<file path="src/rtl/hazard_unit.sv">
// hazard_unit: pipeline hazard controller for the 5-stage RISC-V core.
//
// Keeps a shadow copy of the EX/MEM/WB control bundles and uses it to
// detect load-use hazards, select ALU operand forwarding and sequence
// flushes after a taken control transfer. It also counts stall and flush
// cycles in saturating counters for performance debug.
//
// Ports
//   clk_i               core clock, all state updates on the rising edge
//   reset_i             synchronous, active-high
//   id_valid_i          ID stage holds a real instruction
//   id_rs1_i/id_rs2_i   ID source registers
//   id_rd_i             ID destination register
//   id_reg_write_i      ID instruction writes the register file
//   id_mem_read_i       ID instruction is a load
//   id_ctrl_transfer_i  00 none, 01 branch, 10 JAL, 11 JALR (debug only)
//   ex_redirect_i       branch unit in EX takes a control transfer
//   stall_if_id_o       hold PC and IF/ID
//   bubble_id_ex_o      load a NOP into ID/EX
//   flush_if_id_o       squash IF/ID
//   flush_id_ex_o       squash ID/EX
//   fwd_a_o/fwd_b_o     EX operand source: 00 regfile, 01 EX/MEM, 10 MEM/WB
//   stall_cnt_o         saturating count of stall cycles
//   flush_cnt_o         saturating count of flush cycles
//
// state      | meaning
// -----------+-------------------------------------------------------------
// S_RUN      | normal flow, hazards evaluated every cycle
// S_LU_STALL | one bubble inserted behind a load, consumer re-evaluated
// S_FLUSH    | previous cycle redirected, ID contents are wrong-path

module hazard_unit #(
  parameter int REG_AW = 5,
  parameter int CNT_W  = 16
) (
  input  logic              clk_i,
  input  logic              reset_i,
  input  logic              id_valid_i,
  input  logic [REG_AW-1:0] id_rs1_i,
  input  logic [REG_AW-1:0] id_rs2_i,
  input  logic [REG_AW-1:0] id_rd_i,
  input  logic              id_reg_write_i,
  input  logic              id_mem_read_i,
  input  logic [1:0]        id_ctrl_transfer_i,
  input  logic              ex_redirect_i,
  output logic              stall_if_id_o,
  output logic              bubble_id_ex_o,
  output logic              flush_if_id_o,
  output logic              flush_id_ex_o,
  output logic [1:0]        fwd_a_o,
  output logic [1:0]        fwd_b_o,
  output logic [CNT_W-1:0]  stall_cnt_o,
  output logic [CNT_W-1:0]  flush_cnt_o
);

  typedef enum logic [1:0] {
    S_RUN      = 2'd0,
    S_LU_STALL = 2'd1,
    S_FLUSH    = 2'd2
  } state_t;

  typedef struct packed {
    logic              valid;
    logic [REG_AW-1:0] rd;
    logic              reg_write;
    logic              mem_read;
    logic [1:0]        ctrl_transfer;
  } stage_t;

  state_t            state_q, state_d;
  stage_t            ex_q, mem_q, wb_q, ex_d;
  logic [REG_AW-1:0] ex_rs1_q, ex_rs2_q;
  logic [CNT_W-1:0]  stall_cnt_q, stall_cnt_d;
  logic [CNT_W-1:0]  flush_cnt_q, flush_cnt_d;

  logic       id_valid_eff;
  logic       hz;
  logic       stall_raw;
  logic [1:0] fwd_a_raw, fwd_b_raw;

  // MEM result wins over WB; a load in MEM has no data yet, so it is skipped.
  function automatic logic [1:0] fwd_sel(input stage_t mem_s, input stage_t wb_s,
                                         input logic [REG_AW-1:0] src);
    logic [1:0] sel;
    sel = 2'b00;
    if (mem_s.valid && mem_s.reg_write && !mem_s.mem_read &&
        (mem_s.rd != '0) && (mem_s.rd == src)) begin
      sel = 2'b01;
    end else if (wb_s.valid && wb_s.reg_write &&
                 (wb_s.rd != '0) && (wb_s.rd == src)) begin
      sel = 2'b10;
    end
    return sel;
  endfunction

  always_comb begin
    id_valid_eff = id_valid_i && (state_q != S_FLUSH);
    // Both sources compared regardless of instruction format: a false stall
    // costs one cycle, a missed one corrupts data.
    hz = id_valid_eff && ex_q.valid && ex_q.mem_read && (ex_q.rd != '0) &&
         ((ex_q.rd == id_rs1_i) || (ex_q.rd == id_rs2_i));
    stall_raw = hz && !ex_redirect_i;
    fwd_a_raw = fwd_sel(mem_q, wb_q, ex_rs1_q);
    fwd_b_raw = fwd_sel(mem_q, wb_q, ex_rs2_q);
  end

  always_comb begin
    state_d = state_q;
    case (state_q)
      S_RUN: begin
        if (ex_redirect_i)  state_d = S_FLUSH;
        else if (hz)        state_d = S_LU_STALL;
        else                state_d = S_RUN;
      end
      S_LU_STALL: state_d = ex_redirect_i ? S_FLUSH : S_RUN;
      S_FLUSH:    state_d = ex_redirect_i ? S_FLUSH : S_RUN;
      default:    state_d = S_RUN;
    endcase
  end

  always_comb begin
    ex_d.valid         = id_valid_eff && !stall_raw && !ex_redirect_i;
    ex_d.rd            = id_rd_i;
    ex_d.reg_write     = id_reg_write_i;
    ex_d.mem_read      = id_mem_read_i;
    ex_d.ctrl_transfer = id_ctrl_transfer_i;

    stall_cnt_d = stall_cnt_q;
    if (stall_raw && (stall_cnt_q != '1)) stall_cnt_d = stall_cnt_q + CNT_W'(1);
    flush_cnt_d = flush_cnt_q;
    if (ex_redirect_i && (flush_cnt_q != '1)) flush_cnt_d = flush_cnt_q + CNT_W'(1);
  end

  always_ff @(posedge clk_i) begin
    if (reset_i) begin
      state_q     <= S_RUN;
      ex_q        <= '0;
      mem_q       <= '0;
      wb_q        <= '0;
      ex_rs1_q    <= '0;
      ex_rs2_q    <= '0;
      stall_cnt_q <= '0;
      flush_cnt_q <= '0;
    end else begin
      state_q     <= state_d;
      wb_q        <= mem_q;
      mem_q       <= ex_q;
      ex_q        <= ex_d;
      ex_rs1_q    <= id_rs1_i;
      ex_rs2_q    <= id_rs2_i;
      stall_cnt_q <= stall_cnt_d;
      flush_cnt_q <= flush_cnt_d;
    end
  end

  // Everything is held at zero while reset is asserted, even before the edge.
  assign stall_if_id_o  = !reset_i && stall_raw;
  assign bubble_id_ex_o = !reset_i && stall_raw;
  assign flush_if_id_o  = !reset_i && ex_redirect_i;
  assign flush_id_ex_o  = !reset_i && ex_redirect_i;
  assign fwd_a_o        = reset_i ? 2'b00 : fwd_a_raw;
  assign fwd_b_o        = reset_i ? 2'b00 : fwd_b_raw;
  assign stall_cnt_o    = reset_i ? '0 : stall_cnt_q;
  assign flush_cnt_o    = reset_i ? '0 : flush_cnt_q;

  // WB ctrl_transfer/mem_read are retained for debug visibility only.
  logic unused_dbg;
  assign unused_dbg = ^{wb_q.ctrl_transfer, wb_q.mem_read};

endmodule

</file>
<file path="config.mk">
export PLATFORM = sky130hd
export DESIGN_NAME = hazard_unit
export DESIGN_NICKNAME = d
export VERILOG_FILES = /design/src/rtl/hazard_unit.sv
export SDC_FILE = /design/constraint.sdc
export NUM_CORES = 1
export LEC_CHECK = 0
export ABC_AREA = 1
export CAP_MARGIN = 15
export CORE_MARGIN = 1.5
export CORE_UTILIZATION = 25
export DETAILED_ROUTE_END_ITERATION = 6
export GPL_TIMING_DRIVEN = 1
export HOLD_SLACK_MARGIN = 0.1
export PLACE_DENSITY = 0.46
export SLEW_MARGIN = 20
export SYNTH_ARGS = -nofsm -noshare
export SYNTH_HDL_FRONTEND = slang
export SYNTH_SLANG_ARGS = --single-unit
</file>
<file path="constraint.sdc">
create_clock -name clk_i -period 1.85 [get_ports clk_i]
set_clock_uncertainty 0.05 [all_clocks]
set_input_delay 0.37 -clock clk_i [delete_from_list [all_inputs] [get_ports clk_i]]
set_output_delay 0.37 -clock clk_i [all_outputs]
set_load 0.02 [all_outputs]
</file>
* Yosys cells after proc, flatten, opt, wreduce, memory -nomap -nowiden
Cells that the tools add are included.
** Storage, ports and cells
- Bits in registers :: 67
- Input port bits :: 23
- Output and inout bits :: 40
- Logic and storage cells :: 72
** Cells by class
- Add/subtract/negate cells :: 2
- Equality and inequality tests :: 11
- Mux-type cells :: 12
- Reduce and logical (&&, ||, !) cells :: 31
** Operator list (count)
- adder 16 x 1 -> 16 bit (second input constant) :: 2
- two-way mux 16 bit :: 2
- inequality test 16 bit (second input constant) :: 2
- == test 5 bit :: 6
- logical AND 1 bit :: 21
- two-way mux 2 bit :: 8
- nonzero test 5 bit :: 3
- zero test 1 bit :: 4
- case mux 2 bit (2 select lines) :: 1
- == test 2 x 1 -> 1 bit (second input constant) :: 1
- == test 2 bit (second input constant) :: 1
- zero test 2 bit :: 1
- inequality test 2 bit (second input constant) :: 1
- OR reduction 2 bit :: 1
- logical OR 1 bit :: 1
- two-way mux 1 bit :: 1

* Depth between registers and ports, before layout
- Depth in word-level cells :: 10
- Depth in mapped cells :: 11
- Gate-level depth less buffers :: 11

* Least setup slack after synthesis
OpenSTA, ideal clock, no wires.
- Kind :: register -> output
- From :: register state_q[0]
- To :: output port stall_if_id_o
- Data arrival time :: 1.725 ns
- Required time :: 1.430 ns
- Slack :: -0.295 ns
- Cell stages (with the launch flop) :: 9
- Path buffers :: 1
- Cell sequence :: dfxtp_1 inv_1 ha_1 nor2_2 nand3_1 nor2_2 nand2_1 nor2_1 buf_4
** Between the ends
- Word-level cells in the longest chain between the ends :: 8
** Ends and longest elaborated chain
- start: declaration :: line 70 : state_t state_q, state_d;
- start signal: assignment :: line 145 : state_q <= state_d;
- inequality test 2 bit :: line 97 : id_valid_eff = id_valid_i && (state_q != S_FLUSH);
- logical AND 1 bit :: line 97
- logical AND 1 bit (4 in a row) :: line 100 : hz = id_valid_eff && ex_q.valid && ex_q.mem_read && (ex_q.rd != '0) &&
- logical AND 1 bit :: line 102 : stall_raw = hz && !ex_redirect_i;
- logical AND 1 bit
- end: declaration :: line 46 : output logic stall_if_id_o,
Every way passes these cells.

* Worst setup path after layout
- From :: register mem_q[8] (netlist name)
- To :: output port fwd_a_o[0]
** Between the ends
- Word-level cells in the longest chain between the ends :: 5
- Elaborated cells between the ends (all ways) :: 6
- Classes of those cells :: 1 x eq/ne; 2 x mux; 3 x reduce/logical
** Ends and longest elaborated chain
- start: declaration :: line 71 : stage_t ex_q, mem_q, wb_q, ex_d;
- start signal: assignment :: line 147 : mem_q <= ex_q;
- nonzero test 5 bit :: line 87 : (mem_s.rd != '0) && (mem_s.rd == src)) begin
- logical AND 1 bit :: line 86 : if (mem_s.valid && mem_s.reg_write && !mem_s.mem_read &&
- logical AND 1 bit * :: line 87
- two-way mux 2 bit * :: line 86
- two-way mux 2 bit * :: line 161 : assign fwd_a_o = reset_i ? 2'b00 : fwd_a_raw;
- end: declaration :: line 50 : output logic [1:0] fwd_a_o,
Every way passes the cells marked *; elsewhere a longest branch is shown, timed or not.

==> metrics <==
outcome=finished, violations left; failing checks=negative setup slack; DRT antenna net count=0; Worst slew margin=71.7%; largest net degree at the start of global routing=28; RSZ-0062 raised after global routing=true; area of the multi-input gates=1940 um2; Vias/cell=4.25; Antenna Cells=0; peak supply drop=0.405 mV; drt pass-1 iters=4; crit-path max FO=3; layout cells sized above 1=22.4%; cells after synthesis=559; RD Place Congestion=0.877; Seq/Total Area, Yosys=37.2%; Hold Crit Class=flop to flop; vias in the first global route=3,510; Crit-path slowest cell=dfxtp_2; clk sinks=67; clk buf depth=2; Power Dens Cells=726 nW/um2; Arrival @ worst endpoint=1.52 ns; critical path type=flop to output port; period utilization=105%; syn nets=587; Synth Warn #=0; die height=123 um; P_sw=0.857 mW; endpoints failing hold=0; GRT overflow=0; die area=15,200 um2; DRC viols=0; CTS Buf Count=9; ys async rst share=0%; Reg area=1370 um2; Layout Utilization=37.0%; Vias=3,609; area grow syn2layout=43.6%; top cells by count, synth=137 x nor2_1, 108 x nand2_1, 94 x inv_1; Fmax=515 MHz; first-pass GRT wire length=16.2 mm; GRT Overall Usage=13.6%; sw frac=22.8%; internal power=2.90 mW; Post-synth top flop=dfxtp_1; Avg Cell Area, Syn=6.45 um2; P_leak=2.43 nW; DIE WIDTH=123 um; crit-path cells=xor2_1 -> nand3b_1 -> nor3_2 -> nand2_1 -> nor2_1 -> buf_4; Required @ worst endpoint=1.43 ns; Post-synth EDFFs=0; Port-buffer cells=60; count leader, synth=nor2_1; WL final=9.71 mm; Site Rows=43; Final WS setup=-0.0922 ns; CP Launch Type=flop; Combinational Power Share=9.0%; Worst-path clk slew=0.05 ns; post-synth top area cell=dfxtp_1; Mapped Area=3610 um2; Yosys top cell area share=37.2%; sequential power share=40.4%; shortest period the worst path allows=1.94 ns; Root Buffer=clkbuf_16; CTS HTree Levels=3; flops & latches, synth=67; FILL cells=1,523; Cell variety after synth=35; drt wl/cell=11.4 um; Least-Margin Pin Slew=0.422 ns; clock share of power=50.6%; CTS tree=yes; reg-to-reg slack, setup=0.14 ns; First DRT Iteration DRCs=125; # nets final=693; main area contributors after synthesis=dfxtp_1 37%, nor2_1 14%, nand2_1 11%; Critical Path Max Stage Delay=0.33 ns; initial antenna violation count=0; Crit. End Element=output port; # setup viols final=6; Starting Density=25.8%; Slew Viols, Final=0; I/O pin total=63; Core ar.=14,000 um2; hpwl dp=7.29 mm; Clk Latency, worst-skew pair=0.33 ns; setup TNS=-0.437 ns; max_cap viols=0
[layout make-up]
cell class | count | share of cell area, %
Timing Repair Buffer | 112 | 18.2
Clock buffer | 11 | 4.88
Clock inverter | 5 | 1.64
Sequential cell | 67 | 26.4
Tap cell | 180 | 4.35
Inverter | 96 | 6.96
Multi-Input combinational cell | 379 | 37.5
[stage by stage]
stage / instances / worst slack, ns / hold WS, ns / power, mW / cell area, um2
global placement: 831 / -0.768 / 0.356 / 1.87 / 4720
global route: 850 / -0.202 / 0.371 / 3.92 / 5180
floorplan: 559 / 0.0124 / 0.338 / 1.71 / 3630
finish: 850 / -0.0922 / 0.357 / 3.76 / 5180
CTS: 850 / -0.111 / 0.360 / 3.81 / 5120
detailed placement: 831 / -0.788 / 0.354 / 1.87 / 4720
[worst max-delay path, delay by kind of cell, from the launching register on]
kind / cells / cell delay [ns]
xor+xnor: 1 / 0.15
simple gates: 4 / 0.56
buf+inv: 1 / 0.15
flops: 1 / 0.33
[per-layer routing]
layer,up-vias,GRT usage (%),part of all wire (%)
met5,-,0,0
met2,55,21.7,47
met1,1628,17.7,48
met4,0,3.88,0.92
met3,8,4.15,4.2
li1,1918,-,-
[cell families after synthesis]
family | after synthesis | share of synthesized area [%]
DFF | 67 | 37.2
adders and majority gates | 5 | 1.73
AOI/OAI and AO/OA | 33 | 5.24
and+or+nand+nor | 322 | 38.6
buffers and inverters | 113 | 12.6
xor gates and xnor gates | 19 | 4.61
[registers in the layout, indices dropped and copies added, names as in the netlist]
| signal | flops |
|---|---|
| ex_q | 8 |
| ex_rs1_q | 5 |
| ex_rs2_q | 5 |
| flush_cnt_q | 16 |
| mem_q | 8 |
| stall_cnt_q | 16 |
| state_q | 2 |
| wb_q | 7 |
[worst paths after layout]
kind                                             from                           to  cells past startpoint
worst max-delay path              mem_q[8]$_SDFF_PP0_                   fwd_a_o[0]                      6
worst min-delay path               ex_q[3]$_SDFF_PP0_          mem_q[3]$_SDFF_PP0_                      2
worst max register to register  state_q[0]$_SDFF_PP0_  stall_cnt_q[9]$_SDFFE_PP0P_                     10
worst min register to register     ex_q[3]$_SDFF_PP0_          mem_q[3]$_SDFF_PP0_                      2
[power groups by stage]
stage	Combinational [mW]	Sequential, mW	Clock, mW
floorplan	0.174	1.53	0
global placement	0.327	1.54	0
detailed placement	0.329	1.54	0
CTS	0.335	1.51	1.97
global route	0.377	1.52	2.03
finish	0.339	1.52	1.90
[placed cells by master (no fill, tap or decap), types with 6 or more instances in the layout]
cell type        synthesis  layout
nor2_1                 137     130
nand2_1                108     103
clkdlybuf4s50_1          0       7
o21ai_0                 17      14
dlygate4sd2_1            0      46
nand3_1                 31      30
xnor2_1                  9       8
nand4_1                 13      13
nor3_1                  14       9
inv_2                    2      14
buf_6                    2       8
dfxtp_1                 67      47
nor2_2                   2       6
xor2_1                  10       9
a21oi_1                  9       8
dfxtp_2                  0      19
inv_1                   94      82
buf_4                    4      50
nor3_2                   2       7
clkbuf_16                0       9
[repair_timing]
action | CTS | global route
endpoints found under the setup margin | 40 | 17
buffers inserted | 3 | 1
pin swaps | 20 | 12
hold buffers | 0 | 0
gates resized for setup | 118 | 28
(Power assumes the default switching activity.)
